--- config.mk ---
export PLATFORM = sky130hd
export DESIGN_NAME = cyclic_encoder_param
export DESIGN_NICKNAME = d
export VERILOG_FILES = /design/src/rtl/cyclic_code_pkg.sv /design/src/rtl/cyclic_lfsr_div.sv /design/src/rtl/cyclic_encoder_param.sv
export SDC_FILE = /design/constraint.sdc
export NUM_CORES = 1
export LEC_CHECK = 0
export CORE_MARGIN = 10
export CORE_UTILIZATION = 55
export DETAILED_ROUTE_END_ITERATION = 12
export PLACE_DENSITY = 0.87
export SLEW_MARGIN = 15
export SYNTH_ARGS = -nofsm -noshare
export SYNTH_HDL_FRONTEND = slang
export SYNTH_SLANG_ARGS = --single-unit
--- constraint.sdc ---
create_clock -name clk -period 2.25 [get_ports clk]
set_input_delay 0.45 -clock clk [delete_from_list [all_inputs] [get_ports clk]]
set_output_delay 0.45 -clock clk [all_outputs]
set_load 0.02 [all_outputs]
--- src/rtl/cyclic_code_pkg.sv ---
// Shared types and defaults for the cyclic coding datapath (encoder and,
// later, the decoder syndrome stage).
package cyclic_code_pkg;

  typedef enum logic {
    S_DATA   = 1'b0,
    S_PARITY = 1'b1
  } state_t;

  localparam int          DEF_N        = 15;
  localparam int          DEF_K        = 11;
  localparam int unsigned DEF_GEN_POLY = 32'h13;  // x^4 + x + 1

  // Number of parity bits of an (n,k) code.
  function automatic int parity_width(input int n, input int k);
    return n - k;
  endfunction

endpackage

--- src/rtl/cyclic_lfsr_div.sv ---
// LFSR polynomial divider by GEN_POLY (bit i = coefficient of x^i).
// data_mode=1: divide, feeding din in at the high end.
// data_mode=0: plain shift, which clears the register while it streams out
// its contents MSB first. msb exposes lfsr[R-1].
module cyclic_lfsr_div
  import cyclic_code_pkg::*;
#(
  parameter int          R        = 4,
  parameter int unsigned GEN_POLY = DEF_GEN_POLY
) (
  input  logic clk,
  input  logic rst_n,
  input  logic shift,
  input  logic data_mode,
  input  logic din,
  output logic msb
);

  localparam logic [R-1:0] POLY = R'(GEN_POLY);

  logic [R-1:0] lfsr;
  logic         fb;

  assign fb  = data_mode & (din ^ lfsr[R-1]);
  assign msb = lfsr[R-1];

  // Remainder register: divide step or clearing shift.
  always_ff @(posedge clk or negedge rst_n) begin
    if (!rst_n) begin
      lfsr <= '0;
    end else if (shift) begin
      lfsr <= (lfsr << 1) ^ (fb ? POLY : '0);
    end
  end

endmodule

--- src/rtl/cyclic_encoder_param.sv ---
// Systematic cyclic (N,K) encoder: K message bits pass straight through,
// followed by R=N-K parity bits, MSB first, over valid/ready handshakes.
// Optional feature macro: CYCLIC_ENC_SHORTEN_EN (in_last ends a message
// early, giving the shortened code). Without it in_last is ignored.
//
// state    | meaning
// S_DATA   | accepting message bits, dividing them into the LFSR
// S_PARITY | streaming the R parity bits out of the LFSR
module cyclic_encoder_param
  import cyclic_code_pkg::*;
#(
  parameter int          N        = DEF_N,
  parameter int          K        = DEF_K,
  parameter int unsigned GEN_POLY = DEF_GEN_POLY
) (
  input  logic clk,
  input  logic rst_n,
  input  logic in_valid,
  output logic in_ready,
  input  logic in_bit,
  input  logic in_last,
  output logic out_valid,
  input  logic out_ready,
  output logic out_bit,
  output logic out_first,
  output logic out_last,
  output logic busy
);

  localparam int R  = parity_width(N, K);
  localparam int RW = (R > 0) ? R : 1;
  localparam int DW = $clog2(K + 1);
  localparam int PW = $clog2(RW + 1);

  if (K < 1) begin : g_err_k
    $error("cyclic_encoder_param: K must be at least 1");
  end
  if (N <= K) begin : g_err_n
    $error("cyclic_encoder_param: N must exceed K");
  end
  if (((GEN_POLY >> RW) & 32'd1) == 32'd0) begin : g_err_top
    $error("cyclic_encoder_param: GEN_POLY degree-R coefficient must be 1");
  end
  if ((GEN_POLY & 32'd1) == 32'd0) begin : g_err_const
    $error("cyclic_encoder_param: GEN_POLY constant term must be 1");
  end

  state_t        state, state_nx;
  logic [DW-1:0] dcnt;
  logic [PW-1:0] pcnt;
  logic          load_ok, accept, par_load, data_done, par_done;
  logic          lfsr_msb, last_in;

`ifdef CYCLIC_ENC_SHORTEN_EN
  assign last_in = in_last;
`else
  logic unused_in_last;
  assign unused_in_last = in_last;
  assign last_in        = 1'b0;
`endif

  assign load_ok = !out_valid || out_ready;
  assign busy    = (dcnt != '0) || (state == S_PARITY);

  cyclic_lfsr_div #(
    .R        (RW),
    .GEN_POLY (GEN_POLY)
  ) u_lfsr (
    .clk       (clk),
    .rst_n     (rst_n),
    .shift     (accept || par_load),
    .data_mode (accept),
    .din       (in_bit),
    .msb       (lfsr_msb)
  );

  // State register.
  always_ff @(posedge clk or negedge rst_n) begin
    if (!rst_n) state <= S_DATA;
    else        state <= state_nx;
  end

  // Next state: leave a phase on its final transfer.
  always_comb begin
    state_nx = state;
    case (state)
      S_DATA:   if (data_done) state_nx = S_PARITY;
      S_PARITY: if (par_done)  state_nx = S_DATA;
      default:  state_nx = S_DATA;
    endcase
  end

  // Handshake and transfer strobes.
  always_comb begin
    in_ready  = 1'b0;
    accept    = 1'b0;
    par_load  = 1'b0;
    data_done = 1'b0;
    par_done  = 1'b0;
    if (state == S_DATA) begin
      in_ready  = load_ok;
      accept    = in_valid && load_ok;
      data_done = accept && ((dcnt == DW'(K - 1)) || last_in);
    end else begin
      par_load  = load_ok;
      par_done  = load_ok && (pcnt == PW'(RW - 1));
    end
  end

  // Output register and beat counters.
  always_ff @(posedge clk or negedge rst_n) begin
    if (!rst_n) begin
      out_valid <= 1'b0;
      out_bit   <= 1'b0;
      out_first <= 1'b0;
      out_last  <= 1'b0;
      dcnt      <= '0;
      pcnt      <= '0;
    end else if (accept) begin
      out_valid <= 1'b1;
      out_bit   <= in_bit;
      out_first <= (dcnt == '0);
      out_last  <= 1'b0;
      dcnt      <= data_done ? '0 : dcnt + 1'b1;
      if (data_done) pcnt <= '0;
    end else if (par_load) begin
      out_valid <= 1'b1;
      out_bit   <= lfsr_msb;
      out_first <= 1'b0;
      out_last  <= par_done;
      pcnt      <= par_done ? '0 : pcnt + 1'b1;
    end else if (load_ok) begin
      out_valid <= 1'b0;
    end
  end

endmodule
# Word level (Yosys, flattened, before mapping)
# Cells that the tools add are included.
[classes]
n_addsub = 2
reduce_logical = 12
n_mux = 23
n_bitwise = 4
eq_ne = 3
[ops]
columns = ["cell", "n"]
rows = [
  ["two-way mux 1 bit", 16],
  ["two-way mux 3 bit", 4],
  ["adder 4 x 1 -> 4 bit, second input constant", 1],
  ["equality test 4 bit, second input constant", 1],
  ["logical NOT 4 bit", 1],
  ["two-way mux 4 bit", 1],
  ["nonzero test 4 bit", 1],
  ["XOR 4 bit", 1],
  ["adder 3 x 1 -> 3 bit, second input constant", 1],
  ["equality test 3 x 2 -> 1 bit, second input constant", 1],
  ["logical AND 1 bit", 3],
  ["logical OR 1 bit", 3],
  ["nonzero test 3 bit", 1],
  ["two-way mux 2 bit", 1],
  ["inequality test 2 x 1 -> 1 bit, second input constant", 1],
  ["case mux 1 bit (2 select lines)", 1],
  ["AND reduction 2 bit", 1],
  ["nonzero test 2 bit", 1],
  ["bitwise AND 1 bit", 1],
  ["logical NOT 1 bit", 1],
  ["NOT 1 bit", 1],
  ["XOR 1 bit", 1],
]
[word_totals]
reg_bits = 16
elab_cells = 52
in_bits = 6
output_inout_bits = 6

# Logic depth before layout (Yosys ltp)
[depth]
depth_word = 7
mapped_depth = 5
depth_no_buf = 5

# Cells and area by module
# From an unflattened synthesis, not the netlist that was laid out.
[unflattened]
cells_unflattened = 79
area_unflattened_um2 = 837.1
[by_module_without_submodules]
columns = ["module", "cells_each", "seq_area_each_um2", "n_inst", "area_per_inst_um2"]
rows = [
  ["cyclic_encoder_param", 64, 300.3, 1, 655.6],
  ["cyclic_lfsr_div", 15, 100.1, 1, 181.4],
]

# Worst setup path before layout
# No wires, ideal clock.
[synth_path]
kind = "register to output"
start = "register out_valid"
end = "output port in_ready"
t_required_ns = 1.800
path_slack_ns = 0.722
n_path_buf = 1
stages_incl_launch_ff = 4
arrival_time_ns = 1.078
path_cell_list = "dfrtp_1 -> and2b_4 -> buf_6 -> nor2_1"
[synth_between]
elab_chain_cells = 3
[synth_rtl]
columns = ["element", "line", "text"]
rows = [
  ["start, declared", "cyclic_encoder_param.sv:22", "output logic out_valid,"],
  ["start signal, assigned", "cyclic_encoder_param.sv:113", "out_valid <= 1'b0;"],
  ["start signal, assigned", "cyclic_encoder_param.sv:120", "out_valid <= 1'b1;"],
  ["start signal, assigned", "cyclic_encoder_param.sv:127", "out_valid <= 1'b1;"],
  ["logical NOT 1 bit", "cyclic_encoder_param.sv:62", "assign load_ok = !out_valid || out_ready;"],
  ["logical OR 1 bit", "cyclic_encoder_param.sv:62", ""],
  ["two-way mux 1 bit", "cyclic_encoder_param.sv:100", "if (state == S_DATA) begin"],
  ["end, declared", "cyclic_encoder_param.sv:19", "output logic in_ready,"],
]
# No other way between the ends.

# Worst setup path after layout
[layout_path]
start = "register state"
end = "output port busy"
[layout_between]
elab_chain_cells = 1
[layout_rtl]
columns = ["element", "line", "text"]
rows = [
  ["start, declared", "cyclic_encoder_param.sv:48", "state_t state, state_nx;"],
  ["start signal, assigned", "cyclic_encoder_param.sv:80", "else state <= state_nx;"],
  ["logical OR 1 bit", "cyclic_encoder_param.sv:63", "assign busy = (dcnt != '0) || (state == S_PARITY);"],
  ["end, declared", "cyclic_encoder_param.sv:27", "output logic busy"],
]
# No other way between the ends.

==> results.cfg <==
[outcome]
status = finished clean

[floorplanning]
io_pins = 12
die_y_um = 59.91
die_w_um = 59.91
fp-row-count = 14
die_area_um2 = 3589
initial_core_util_pct = 58.14
coreArea_um2 = 1506

[cts]
cts.sinks = 16
htreeDepth = 1
clock_latency_ps = 280
cts_made_buffers = 3
cts_buffer_depth = 2
cts_tree = yes
clk_pin_slew_worst_paths_ps = 90
clock-root-buffer = clkbuf_4

[run]
drv_cap = 0

[power_and_ir_drop]
p_int_mw = 0.7331
power_leakage_nw = 0.4364
total_power_mw = 1.239
p_comb_share_pct = 44.8
power.density_nw_per_um2 = 1237
sequentialPowerShare_pct = 43.3
p_sw_share_pct = 40.85
clockPowerShare_pct = 12.0
switching_power_mw = 0.5063
peakVddDrop_mv = 0.7427

[layout]
stdcell_count = 113
fin_nets = 110
antenna_cells = 0
regArea_um2 = 400.4
final_util_pct = 66.53
multi_input_area_um2 = 430.4
drive_above_1_share_pct = 12.37
area_growth_syn_to_layout_pct = 14.43
nFillCells = 131

[logic_synthesis]
synth_common_cells = dfrtp_1 (16), nor2_1 (7), o21ai_0 (7)
synth_cell_type_count = 33
synth_edf_count = 0
synth_top_area_share_pct = 45.71
ys.flop_type = dfrtp_1
yosysMostFrequentCell = dfrtp_1
synth.avg_cell_area_um2 = 10.30
yosysTopAreaCell = dfrtp_1
synth.area.top_cells = dfrtp_1 (46%), ha_1 (7.1%), o21ai_0 (4.0%)
yosysWarnings = 0
synthArstFlopShare_pct = 100.0
synthesis.nets = 96
synth_area_um2 = 875.8
synth-seq-cells = 16
seq_area_frac_synth_pct = 45.71
synthCells = 85

[global_route]
grt_pass1_vias = 734
grt_start_max_net_pins = 17
grt_usage_pct = 11.79
antenna_found_initial = 0
grt_overflow = 0
grt_pass1_wl_um = 3318

[worst_setup_path]
end_kind = primary output
critPathMaxFanout = 10
critPathLaunchType = register
cp_slowest_cell = clkdlybuf4s50_1
cp.arrival_ps = 1690
path_cells = inv_2 > nand3_1 > clkdlybuf4s50_1
slowest_delay_ps = 610
path_class = reg -> out
required_ps = 1800

[detailed_routing]
postRouteAntennaNets = 0
avgViaCountPerCell = 6.071
drcViolationCount = 0
routedWlPerCell_um = 16.99
drt-total-wl_um = 1920
first_pass_iters = 4
route.met2.wl_um = 995
drt_first_iter_violations = 16
wl_met3_um = 144
routed.top_layer = met4
vias = 686
wl_met1_um = 770

[timing]
min_period_over_period_pct = 95.16
timing.slew.headroom_pct = 51.16
skew_ps = 5.820
worst_pin_slew_ps = 730.4
whs_ps = 497.4
hold_viol = 0
drv_slew = 0
finalSetupTns_ps = 0
fmax_ghz = 0.4671
setup_violations = 0
rsz0062_at_grt = no
finalCriticalPeriod_ps = 2141

[hold_path]
hold_class = reg -> reg

[placement]
io_buffer_count = 10
placedCellCount = 110
place_congestion = 0.7607
dp_hpwl_um = 1465
critical path, delay by kind of cell, from the launching register on:
family | cells | cell delay, ps
simple gates | 1 | 120
flops | 1 | 550
buf+inv | 2 | 740
cell families (layout without fill, tap and decap cells):
logic type                 after synthesis  count (layout)  synth area share [%]
xor gates and xnor gates                 1               1                 1.000
DFF                                     16              16                 45.71
buffers and inverters                    8              20                 5.142
and+or+nand+nor                         29              29                 18.86
AOI/OAI and AO/OA                       23              23                 18.29
muxes                                    3               3                 3.857
adders and majority gates                5               5                 7.143
sequential cells by signal, summed over array words and instances (netlist names):
| name | cells |
|---|---|
| dcnt | 4 |
| u_lfsr.lfsr | 4 |
| pcnt | 3 |
| out_bit | 1 |
| out_first | 1 |
| out_last | 1 |
| out_valid | 1 |
| state | 1 |
placed cells by master (no fill, tap or decap), types with 2 or more instances in the layout:
master / Yosys / routed
a31o_1: 2 / 2
nand3_1: 3 / 3
dfrtp_1: 16 / 16
o21ai_1: 2 / 2
mux2_1: 3 / 3
o21ai_0: 7 / 7
clkdlybuf4s50_1: 0 / 9
inv_1: 5 / 5
ha_1: 5 / 5
clkbuf_4: 0 / 3
nor2_1: 7 / 7
o22ai_1: 2 / 2
o32ai_1: 2 / 2
or3_1: 2 / 2
nand2_1: 5 / 5
nand2b_1: 4 / 4
timing repair:
action	4_1_cts	5_1_grt
setup endpoints to repair	1	0
setup buffers	0	0
gates resized for setup	1	0
hold buffers	0	0
path summary, 6_finish.rpt:
| check | from | end | slack [ps] | cells after the start |
|---|---|---|---|---|
| max | state | busy | 110 | 3 |
| min | u_lfsr.lfsr[1] | u_lfsr.lfsr[2] | 500 | 1 |
| max reg2reg | dcnt[0] | pcnt[2] | 770 | 5 |
| min reg2reg | u_lfsr.lfsr[1] | u_lfsr.lfsr[2] | 500 | 1 |
| max in group asynchronous | rst_n | dcnt[3] | 1190 | 1 |
| min in group asynchronous | rst_n | u_lfsr.lfsr[0] | 590 | 1 |
power groups by stage:
stage          Sequential, mW  Clock, mW  Combinational [mW]
6_report                0.536      0.148               0.555
5_1_grt                 0.556      0.162               0.625
4_1_cts                 0.534      0.151               0.564
3_5_place_dp            0.541          0               0.566
3_3_place_gp            0.527          0               0.530
2_1_floorplan           0.522          0               0.408
through the flow:
step           setup WS [ps]  area [um2]
2_1_floorplan          722.4       875.8
6_report               109.0        1002
3_5_place_dp          -28.55       980.9
4_1_cts                116.9        1002
3_3_place_gp          -52.78       980.9
5_1_grt                7.846        1002
routing by layer:
metal,up-vias,global-route usage [%]
met4,0,3.205
met1,342,12.55
met5,-,0
met2,14,20.15
li1,328,-
met3,2,5.720
final cells by class:
class,instances,share of cell area (%)
sequential,16,39.95
inverter,6,2.247
timing repair buffer,11,10.61
multi-input combinational,61,42.95
clock buffer,3,2.247
tap,16,1.998
No activity file was read; power rests on OpenSTA's default activity.
